==> src/rtl/score_counter.sv <==
// score_counter: four-digit BCD score keeper for the Pacman game.
// Pellet, power-pellet and ghost events are queued in small saturating
// pending counters and drained one at a time through a digit-serial BCD
// adder (one digit per cycle). The committed score saturates at 9999 and
// drives the digit glyph ROM addresses directly.
//
// Ports:
//   Clk, Reset_n                 clock, asynchronous active-low reset
//   clear                        synchronous score clear (new game)
//   pellet_eaten/power_eaten/ghost_eaten  one-cycle event pulses
//   row[3:0]                     glyph row currently being drawn
//   score_thous..score_ones[3:0] committed BCD digits
//   addr_thous..addr_ones[7:0]   glyph ROM addresses {digit, row}
//   busy                         add in progress or event pending
//   saturated                    score has clamped at 9999
module score_counter #(
  parameter logic [15:0] PTS_PELLET = 16'h0010,
  parameter logic [15:0] PTS_POWER  = 16'h0050,
  parameter logic [15:0] PTS_GHOST  = 16'h0200
) (
  input  logic       Clk,
  input  logic       Reset_n,
  input  logic       clear,
  input  logic       pellet_eaten,
  input  logic       power_eaten,
  input  logic       ghost_eaten,
  input  logic [3:0] row,
  output logic [3:0] score_thous,
  output logic [3:0] score_hunds,
  output logic [3:0] score_tens,
  output logic [3:0] score_ones,
  output logic [7:0] addr_thous,
  output logic [7:0] addr_hunds,
  output logic [7:0] addr_tens,
  output logic [7:0] addr_ones,
  output logic       busy,
  output logic       saturated
);

  typedef enum logic [1:0] {S_IDLE, S_ADD, S_COMMIT} state_t;

  state_t      r_state, w_state_nx;
  logic [1:0]  r_idx, w_idx_nx;
  logic        r_carry, w_carry_nx;
  logic [15:0] r_work, w_work_nx;
  logic [15:0] r_addend, w_addend_nx;
  logic [15:0] r_score, w_score_nx;
  logic        r_sat, w_sat_nx;
  logic [1:0]  r_pend_pellet, r_pend_power, r_pend_ghost;
  logic [1:0]  w_pend_pellet_nx, w_pend_power_nx, w_pend_ghost_nx;
  logic        w_dec_pellet, w_dec_power, w_dec_ghost;
  logic        w_any_pend;
  logic [4:0]  w_sum;

  // Saturating 0..3 counter; simultaneous increment and decrement cancel.
  function automatic logic [1:0] f_pend(input logic [1:0] cnt,
                                        input logic inc, input logic dec);
    if (inc && !dec) return (cnt == 2'd3) ? cnt : cnt + 2'd1;
    if (dec && !inc) return cnt - 2'd1;
    return cnt;
  endfunction

  assign w_any_pend = (r_pend_pellet != 2'd0) || (r_pend_power != 2'd0) ||
                      (r_pend_ghost != 2'd0);

  always_comb begin
    w_state_nx   = r_state;
    w_idx_nx     = r_idx;
    w_carry_nx   = r_carry;
    w_work_nx    = r_work;
    w_addend_nx  = r_addend;
    w_score_nx   = r_score;
    w_sat_nx     = r_sat;
    w_dec_pellet = 1'b0;
    w_dec_power  = 1'b0;
    w_dec_ghost  = 1'b0;
    w_sum        = '0;

    unique case (r_state)
      S_IDLE: begin
        if (w_any_pend) begin
          w_state_nx = S_ADD;
          w_idx_nx   = '0;
          w_carry_nx = 1'b0;
          w_work_nx  = r_score;
          // Priority: ghost > power > pellet.
          if (r_pend_ghost != 2'd0) begin
            w_dec_ghost = 1'b1;
            w_addend_nx = PTS_GHOST;
          end else if (r_pend_power != 2'd0) begin
            w_dec_power = 1'b1;
            w_addend_nx = PTS_POWER;
          end else begin
            w_dec_pellet = 1'b1;
            w_addend_nx  = PTS_PELLET;
          end
        end
      end
      S_ADD: begin
        w_sum = {1'b0, r_work[{r_idx, 2'b00} +: 4]} +
                {1'b0, r_addend[{r_idx, 2'b00} +: 4]} + {4'd0, r_carry};
        if (w_sum > 5'd9) begin
          w_work_nx[{r_idx, 2'b00} +: 4] = 4'(w_sum - 5'd10);
          w_carry_nx = 1'b1;
        end else begin
          w_work_nx[{r_idx, 2'b00} +: 4] = w_sum[3:0];
          w_carry_nx = 1'b0;
        end
        if (r_idx == 2'd3) w_state_nx = S_COMMIT;
        else               w_idx_nx   = r_idx + 2'd1;
      end
      S_COMMIT: begin
        if (r_carry || r_sat) begin
          w_score_nx = 16'h9999;
          w_sat_nx   = 1'b1;
        end else begin
          w_score_nx = r_work;
        end
        w_state_nx = S_IDLE;
      end
      default: w_state_nx = S_IDLE;
    endcase

    w_pend_pellet_nx = f_pend(r_pend_pellet, pellet_eaten, w_dec_pellet);
    w_pend_power_nx  = f_pend(r_pend_power,  power_eaten,  w_dec_power);
    w_pend_ghost_nx  = f_pend(r_pend_ghost,  ghost_eaten,  w_dec_ghost);

    // clear overrides everything, including same-cycle event pulses.
    if (clear) begin
      w_state_nx       = S_IDLE;
      w_idx_nx         = '0;
      w_carry_nx       = 1'b0;
      w_work_nx        = '0;
      w_addend_nx      = '0;
      w_score_nx       = '0;
      w_sat_nx         = 1'b0;
      w_pend_pellet_nx = '0;
      w_pend_power_nx  = '0;
      w_pend_ghost_nx  = '0;
    end
  end

  always_ff @(posedge Clk or negedge Reset_n) begin
    if (!Reset_n) begin
      r_state       <= S_IDLE;
      r_idx         <= '0;
      r_carry       <= 1'b0;
      r_work        <= '0;
      r_addend      <= '0;
      r_score       <= '0;
      r_sat         <= 1'b0;
      r_pend_pellet <= '0;
      r_pend_power  <= '0;
      r_pend_ghost  <= '0;
    end else begin
      r_state       <= w_state_nx;
      r_idx         <= w_idx_nx;
      r_carry       <= w_carry_nx;
      r_work        <= w_work_nx;
      r_addend      <= w_addend_nx;
      r_score       <= w_score_nx;
      r_sat         <= w_sat_nx;
      r_pend_pellet <= w_pend_pellet_nx;
      r_pend_power  <= w_pend_power_nx;
      r_pend_ghost  <= w_pend_ghost_nx;
    end
  end

  assign score_thous = r_score[15:12];
  assign score_hunds = r_score[11:8];
  assign score_tens  = r_score[7:4];
  assign score_ones  = r_score[3:0];

  assign addr_thous = {r_score[15:12], row};
  assign addr_hunds = {r_score[11:8],  row};
  assign addr_tens  = {r_score[7:4],   row};
  assign addr_ones  = {r_score[3:0],   row};

  assign busy      = (r_state != S_IDLE) || w_any_pend;
  assign saturated = r_sat;

endmodule

==> config.mk <==
export PLATFORM = sky130hd
export DESIGN_NAME = score_counter
export DESIGN_NICKNAME = d
export VERILOG_FILES = /design/src/rtl/score_counter.sv
export SDC_FILE = /design/constraint.sdc
export NUM_CORES = 1
export LEC_CHECK = 0
export ABC_CLOCK_PERIOD_IN_PS = 4120
export CAP_MARGIN = 25
export CORE_ASPECT_RATIO = 0.6
export CORE_UTILIZATION = 54
export CTS_BUF_LIST = sky130_fd_sc_hd__clkbuf_2
export DETAILED_ROUTE_END_ITERATION = 7
export GPL_TIMING_DRIVEN = 0
export PLACE_DENSITY = 0.84
export SETUP_SLACK_MARGIN = 0.5
export SLEW_MARGIN = 20
export SYNTH_ARGS = -nofsm -noshare
export SYNTH_HDL_FRONTEND = slang
export SYNTH_SLANG_ARGS = --single-unit
export TNS_END_PERCENT = 1
==> constraint.sdc <==
create_clock -name Clk -period 4.12 [get_ports Clk]
set_input_delay 0.412 -clock Clk [delete_from_list [all_inputs] [get_ports Clk]]
set_output_delay 0.412 -clock Clk [all_outputs]
set_load 0.01 [all_outputs]
Word level (Yosys, flattened, before mapping):

Index checks and enable logic that the tools add are counted.

* $add $sub $neg: 11
* multipliers: 0
* div/mod/pow operators: 0
* order comparisons: 1
* equal/unequal tests: 9
* shifts and indexed selects: 5
* multiplexer cells: 67
* bitwise operators: 0
* reduce and logical (&&, ||, !) cells: 34

Operators with widths (number)
* two-way mux 16 bit: 9
* two-way mux 2 bit: 24
* bitwise mux 16 bit: 2
* one-hot mux 16 bit (2 select lines): 1
* variable part select 16 x 5 -> 4 bit: 2
* variable part select 4 x 6 -> 16 bit: 2
* two-way mux 1 bit: 26
* nonzero test 2 bit: 8
* variable shift 4 x 6 -> 16 bit, first input constant: 1
* nonzero test 3 bit: 4
* equality test 2 bit, second input constant: 5
* two-way mux 10 bit: 1
* inequality test 3 bit, second input constant: 3
* adder 2 x 1 -> 2 bit, second input constant: 4
* one-hot mux 2 bit (2 select lines): 2
* AND reduction 2 bit: 4
* two-way mux 7 bit: 1
* logical AND 1 bit: 6
* logical NOT 1 bit: 6
* negation 4 -> 6 bit: 1
* subtractor 2 x 1 -> 2 bit, second input constant: 3
* adder 4 x 4 -> 5 bit: 1
* adder 5 x 1 -> 5 bit: 1
* > comparator 5 x 4 -> 1 bit, second input constant: 1
* 6 further kinds: 9

* flip-flop bits (word level): 60
* bits in latches: 0
* memory bits (writable): 0
* memory bits (read-only): 0
* input port bits: 10
* word-level logic and storage cells: 137
* memories kept: 0

Logic depth before layout (Yosys ltp):

Gate-level depths: netlist (run 1).

* depth after elaboration: 12
* depth in mapped cells: 12
* depth with buffers taken out: 11

Least setup slack after synthesis (run 1):

Ideal clock, no wire load.

* kind: register -> register
* from: register r_idx[0]
* to: register r_work[10]
* setup time: 0.067 ns
* data arrival time: 3.300 ns
* required time: 4.053 ns
* path slack: 0.752 ns
* cell stages (with the launch flop): 13
* buffers on the path: 1
* cell sequence: dfrtp_1 -> buf_2 -> mux4_2 -> inv_1 -> fa_1 -> fa_1 -> xor2_1 -> ha_1 -> a22o_1 -> o31a_1 -> nand3_2 -> mux2i_2 -> a41o_1

* longest elaborated chain between the ends: 9

RTL lines
* start: declaration: RTL line 43 `logic [1:0] r_idx, w_idx_nx;`
* start signal: assignment: RTL line 157 `r_idx <= w_idx_nx;`
* variable part select 16 x 5 -> 4 bit, on equally long branches: RTL line 100, 101
* adder 4 x 4 -> 5 bit: RTL line 100 `w_sum = {1'b0, r_work[{r_idx, 2'b00} +: 4]} +`
* adder 5 x 1 -> 5 bit: RTL line 101 `{1'b0, r_addend[{r_idx, 2'b00} +: 4]} + {4'd0, r_carry};`
* subtractor 4 bit: RTL line 103 `w_work_nx[{r_idx, 2'b00} +: 4] = 4'(w_sum - 5'd10);`
* variable part select 4 x 6 -> 16 bit: RTL line 103
* bitwise mux 16 bit: RTL line 103
* two-way mux 16 bit *: RTL line 102 `if (w_sum > 5'd9) begin`
* one-hot mux 16 bit (2 select lines) *: RTL line 79 `unique case (r_state)`
* two-way mux 16 bit *: RTL line 129 `if (clear) begin`
* end signal: assignment: RTL line 159 `r_work <= w_work_nx;`
* end: declaration: RTL line 45 `logic [15:0] r_work, w_work_nx;`

Every way passes the cells marked *; elsewhere a longest branch is shown, timed or not.
A chain may end at the register's enable or synchronous reset.

Final worst setup path (run 1):

Ends and elaborated chain as after synthesis.

==> results of run 1 <==
==> cell type report <==
class	count	area (µm²)
Multi-Input combinational cell	213	1520
Fill cell	390	1430
Sequential cell	47	1180
Timing Repair Buffer	56	568
Buffer	48	309
Tap cell	66	82.6
Inverter	14	52.6
Clock buffer	6	30.0
Clock inverter	2	12.5
==> cells in the mapped netlist, types with 2 or more instances <==
| cell | instances | share of area, % |
|---|---|---|
| sky130_fd_sc_hd__a211oi_1 | 3 | 0.75 |
| sky130_fd_sc_hd__a21oi_1 | 6 | 1.0 |
| sky130_fd_sc_hd__a22o_1 | 11 | 3.2 |
| sky130_fd_sc_hd__a22oi_1 | 16 | 4.0 |
| sky130_fd_sc_hd__and3_1 | 3 | 0.63 |
| sky130_fd_sc_hd__buf_1 | 4 | 0.50 |
| sky130_fd_sc_hd__buf_4 | 32 | 8.0 |
| sky130_fd_sc_hd__clkbuf_1 | 11 | 1.4 |
| sky130_fd_sc_hd__dfrtp_1 | 47 | 39 |
| sky130_fd_sc_hd__fa_1 | 2 | 1.3 |
| sky130_fd_sc_hd__ha_1 | 14 | 5.9 |
| sky130_fd_sc_hd__inv_1 | 14 | 1.8 |
| sky130_fd_sc_hd__mux2i_1 | 5 | 1.7 |
| sky130_fd_sc_hd__mux4_2 | 4 | 3.0 |
| sky130_fd_sc_hd__nand2_1 | 16 | 2.0 |
| sky130_fd_sc_hd__nand2b_1 | 3 | 0.63 |
| sky130_fd_sc_hd__nand3_1 | 7 | 1.2 |
| sky130_fd_sc_hd__nor2_1 | 44 | 5.5 |
| sky130_fd_sc_hd__nor2b_1 | 5 | 1.0 |
| sky130_fd_sc_hd__nor3_1 | 14 | 2.3 |
| sky130_fd_sc_hd__nor4b_1 | 2 | 0.59 |
| sky130_fd_sc_hd__o21ai_0 | 19 | 3.2 |
| sky130_fd_sc_hd__o22ai_1 | 6 | 1.3 |
| sky130_fd_sc_hd__o31ai_1 | 2 | 0.50 |
| sky130_fd_sc_hd__o41ai_1 | 3 | 0.88 |
| sky130_fd_sc_hd__xnor2_1 | 3 | 0.88 |
| sky130_fd_sc_hd__xor2_1 | 4 | 1.2 |
==> worst max-delay path by stage <==
| stage | to | slack [ns] | cells past startpoint |
|---|---|---|---|
| after global routing | r_work[6] | 0.48 | 12 |
| final | r_work[10] | 0.59 | 12 |
| after global placement | r_work[1] | 0.38 | 12 |
| after CTS | r_work[10] | 0.36 | 12 |
| after detailed placement | r_work[1] | 0.36 | 12 |
| after floorplan | r_work[10] | 0.75 | 12 |
==> what timing repair did <==
item / 4_1_cts / 5_1_grt
buffers inserted: 1 / 1
hold buffers: 1 / 0
pin swaps: 1 / 3
endpoints found under the hold margin: 23 / 0
setup endpoints to repair: 12 / 12
resized for setup: 3 / 12
==> critical path, delay by kind of cell (launching register included) <==
kind                       cells  cell delay (ns)
DFF                            1             0.48
muxes                          2             0.67
buffers and inverters          2             0.22
adders and majority gates      3             1.02
and+or+nand+nor                1             0.11
AOI/OAI and AO/OA              3             0.76
xor gates and xnor gates       1             0.23
==> sequential cells by signal, indices dropped and copies added (netlist names) <==
| register | count |
|---|---|
| r_idx | 2 |
| r_pend_pellet | 2 |
| r_score | 16 |
| r_work | 16 |
| r_state | 2 |
| saturated | 1 |
| r_pend_ghost | 2 |
| r_carry | 1 |
| r_pend_power | 2 |
| r_addend | 3 |
==> report_power, final <==
part	switching [µW]	total, µW	internal [µW]	leakage (µW)
combinational	268	428	160	0.000983
sequential	23.4	514	491	0.000646
clock	149	192	43.1	0.0000290
==> layer usage <==
layer / vias to the layer above / routed length [µm] / GRT usage, %
li1: 1239 / - / -
met1: 1254 / 3370 / 38.9
met2: 173 / 3210 / 40.8
met3: 15 / 834 / 5.66
met4: 0 / 114 / 6.93
met5: - / 0 / 0
==> cell families after synthesis <==
| group | count (synthesis) | synth area share (%) |
|---|---|---|
| simple gates | 102 | 16.0 |
| compound gates | 77 | 17.9 |
| buf+inv | 62 | 11.9 |
| flops | 47 | 39.4 |
| fa+ha+maj | 16 | 7.21 |
| mux | 11 | 5.53 |
| xor+xnor | 7 | 2.05 |
==> stage by stage <==
step | instances | setup slack (ns)
CTS | 451 | 0.356
finish | 452 | 0.585
detailed placement | 441 | 0.362
global placement | 440 | 0.382
floorplan | 322 | 0.752
global route | 452 | 0.481
==> layout by cell type, fill, tap and decap left out, drive strengths merged, types with 4 or more instances in the layout <==
| cell type | instances |
|---|---|
| dfrtp | 47 |
| mux2i | 6 |
| nor2b | 5 |
| xor2 | 4 |
| inv | 14 |
| buf | 41 |
| nor2 | 44 |
| nand2 | 16 |
| a21oi | 6 |
| clkdlybuf4s50 | 51 |
| clkbuf | 17 |
| o22ai | 6 |
| ha | 14 |
| mux4 | 4 |
| o21ai | 19 |
| nand3 | 8 |
| nor3 | 14 |
| a22o | 11 |
| a22oi | 16 |
==> summary.log, run 1 <==
[die] area inside the core boundary 5180 µm²
[finish] post-route cell area 3750 µm²
[global_routing] total global routing track utilization 26.7%
[pwr] Static Leakage 0.00166 µW
[die] initial core utilization 57.7%
[die] Die Width 98.0 µm
[critical_path] startpoint class of the critical path register
[synthesis] post-synthesis net count 348
[placed_design] final estimated routing congestion in global placement 0.976
[finish] end-of-flow core utilization 72.4%
[placed_design] area of placed instances 3610 µm²
[critical_path] kind of end point of the critical path register
[die] number of rows created at floorplan 20
[flow_run] Max-cap violations 0
[timing] post-layout minimum cycle time 3.53 ns
[clock_network] Max Buffers Root-to-Sink 2
[critical_path] cell seen most often among critical-path stages sky130_fd_sc_hd__fa_2
[clock_network] clock-pin slew reported for the worst setup and hold paths after clock tree synthesis 0.23 ns
[timing] hold violation total from the final report 0
[critical_path] Setup CP Type reg2reg
[route] average detailed-routed wire length per instance 16.6 µm
[route] DRT iter0 DRCs 313
[critical_path] worst reg2reg path depth 12
[timing] Finish-stage setup viols 0
[synthesis] Async SR Flop Fraction 100%
[timing] worst-margin pin slew 0.936 ns
[critical_path] Worst Path Max Fanout 10
[pwr] power density of the placed cells 303 nW/µm²
[outcome] violated checks DRC
[synthesis] Avg Synthesized Cell Area 9.28 µm²
[die] count of pins on the block boundary 60
[min_path] path category of the worst min-delay check in2reg
[finish] fraction of layout instances using a drive strength above 1 15.8%
[clock_network] clock tree from TritonCTS yes
[critical_path] largest stage delay on the critical path 0.48 ns
[clock_network] Clock Tree Root sky130_fd_sc_hd__clkbuf_2
[finish] area overhead of the layout relative to synthesis 25.5%
[critical_path] cells traversed along the worst timing path buf_6 -> mux4_2 -> inv_1 -> fa_2 -> fa_2 -> xor2_4 -> ha_4 -> a22o_1 -> o31a_1 -> nand3_4 -> mux2i_4 -> a41o_1
[clock_network] H-Tree Depth 2
[finish] layout net count 411
[global_routing] number of global-route vias before repair 2383
[timing] Final Skew 0.0150 ns
[critical_path] R2R Setup Slk 0.59 ns
[timing] normalized max-slew margin 37.1%
[synthesis] most instantiated flip-flop cell in the synthesis netlist sky130_fd_sc_hd__dfrtp_1
[synthesis] Post-synth EDFFs 0
[timing] number of max-slew violations in the final report 0
[critical_path] worst flop-to-flop path startpoint r_idx[0]
[critical_path] critical path data arrival time 3.91 ns
[pwr] Peak VDD IR 0.149 mV
[timing] f_max 0.283 GHz
[clock_network] clock latency of the later-clocked register in the worst-skew pair 0.43 ns
[placed_design] detailed placement HPWL 5640 µm
[outcome] outcome finished with violations
[clock_network] number of clock sinks 47
[synthesis] sequential element share of the synthesized area 39.4%
[die] floorplan die height 59.6 µm
[die] total die area 5840 µm²
[pwr] total power after layout 1130 µW
[synthesis] cells after synthesis 322
[global_routing] aggregate global routing overflow 0
[synthesis] area of the mapped netlist 2990 µm²
[timing] Fin Setup TNS 0 ns
[critical_path] launch point of the worst path r_idx[0]
[route] Pre-Repair DR Iteration Count 7
[min_path] instance count along the most critical hold path 3
[synthesis] count of state elements after synthesis 47
[critical_path] Req. time, crit path 4.50 ns
[route] drc violations 5
[route] detailed-route vias per instance 5.93
[finish] antenna cell count 0
[route] count of nets left with antenna violations after detail routing 0
[placed_design] port bufs 52
[timing] worst slack on hold paths 0.411 ns
[clock_network] cts bufs inserted 5
[timing] final period utilization 85.8%
[route] routed vias 2681
[global_routing] global-route wire length before repair 11900 µm
[route] total detailed-routing wirelength 7520 µm
[timing] setup repair after global routing missed its margin false
[critical_path] capture instance of the worst register-to-register path r_work[10]
[critical_path] Max stage delay cell, worst path sky130_fd_sc_hd__dfrtp_2
[min_path] capture endpoint of the worst hold path r_pend_power[0]
[synthesis] number of warnings printed during yosys synthesis 0
[min_path] worst min-delay path startpoint power_eaten
[global_routing] antenna violations before repair 0
[synthesis] number of unique standard cell types used by synthesis 49
[global_routing] largest net degree at the start of global routing 25
Power figures use the tool's default switching activity.
==> inputs of run 2 (changes only) <==
CTS_CLUSTER_SIZE = 24   (was unset)
==> results of run 2 <==
Final layout, timing and power as in run 1 (identical DEF).
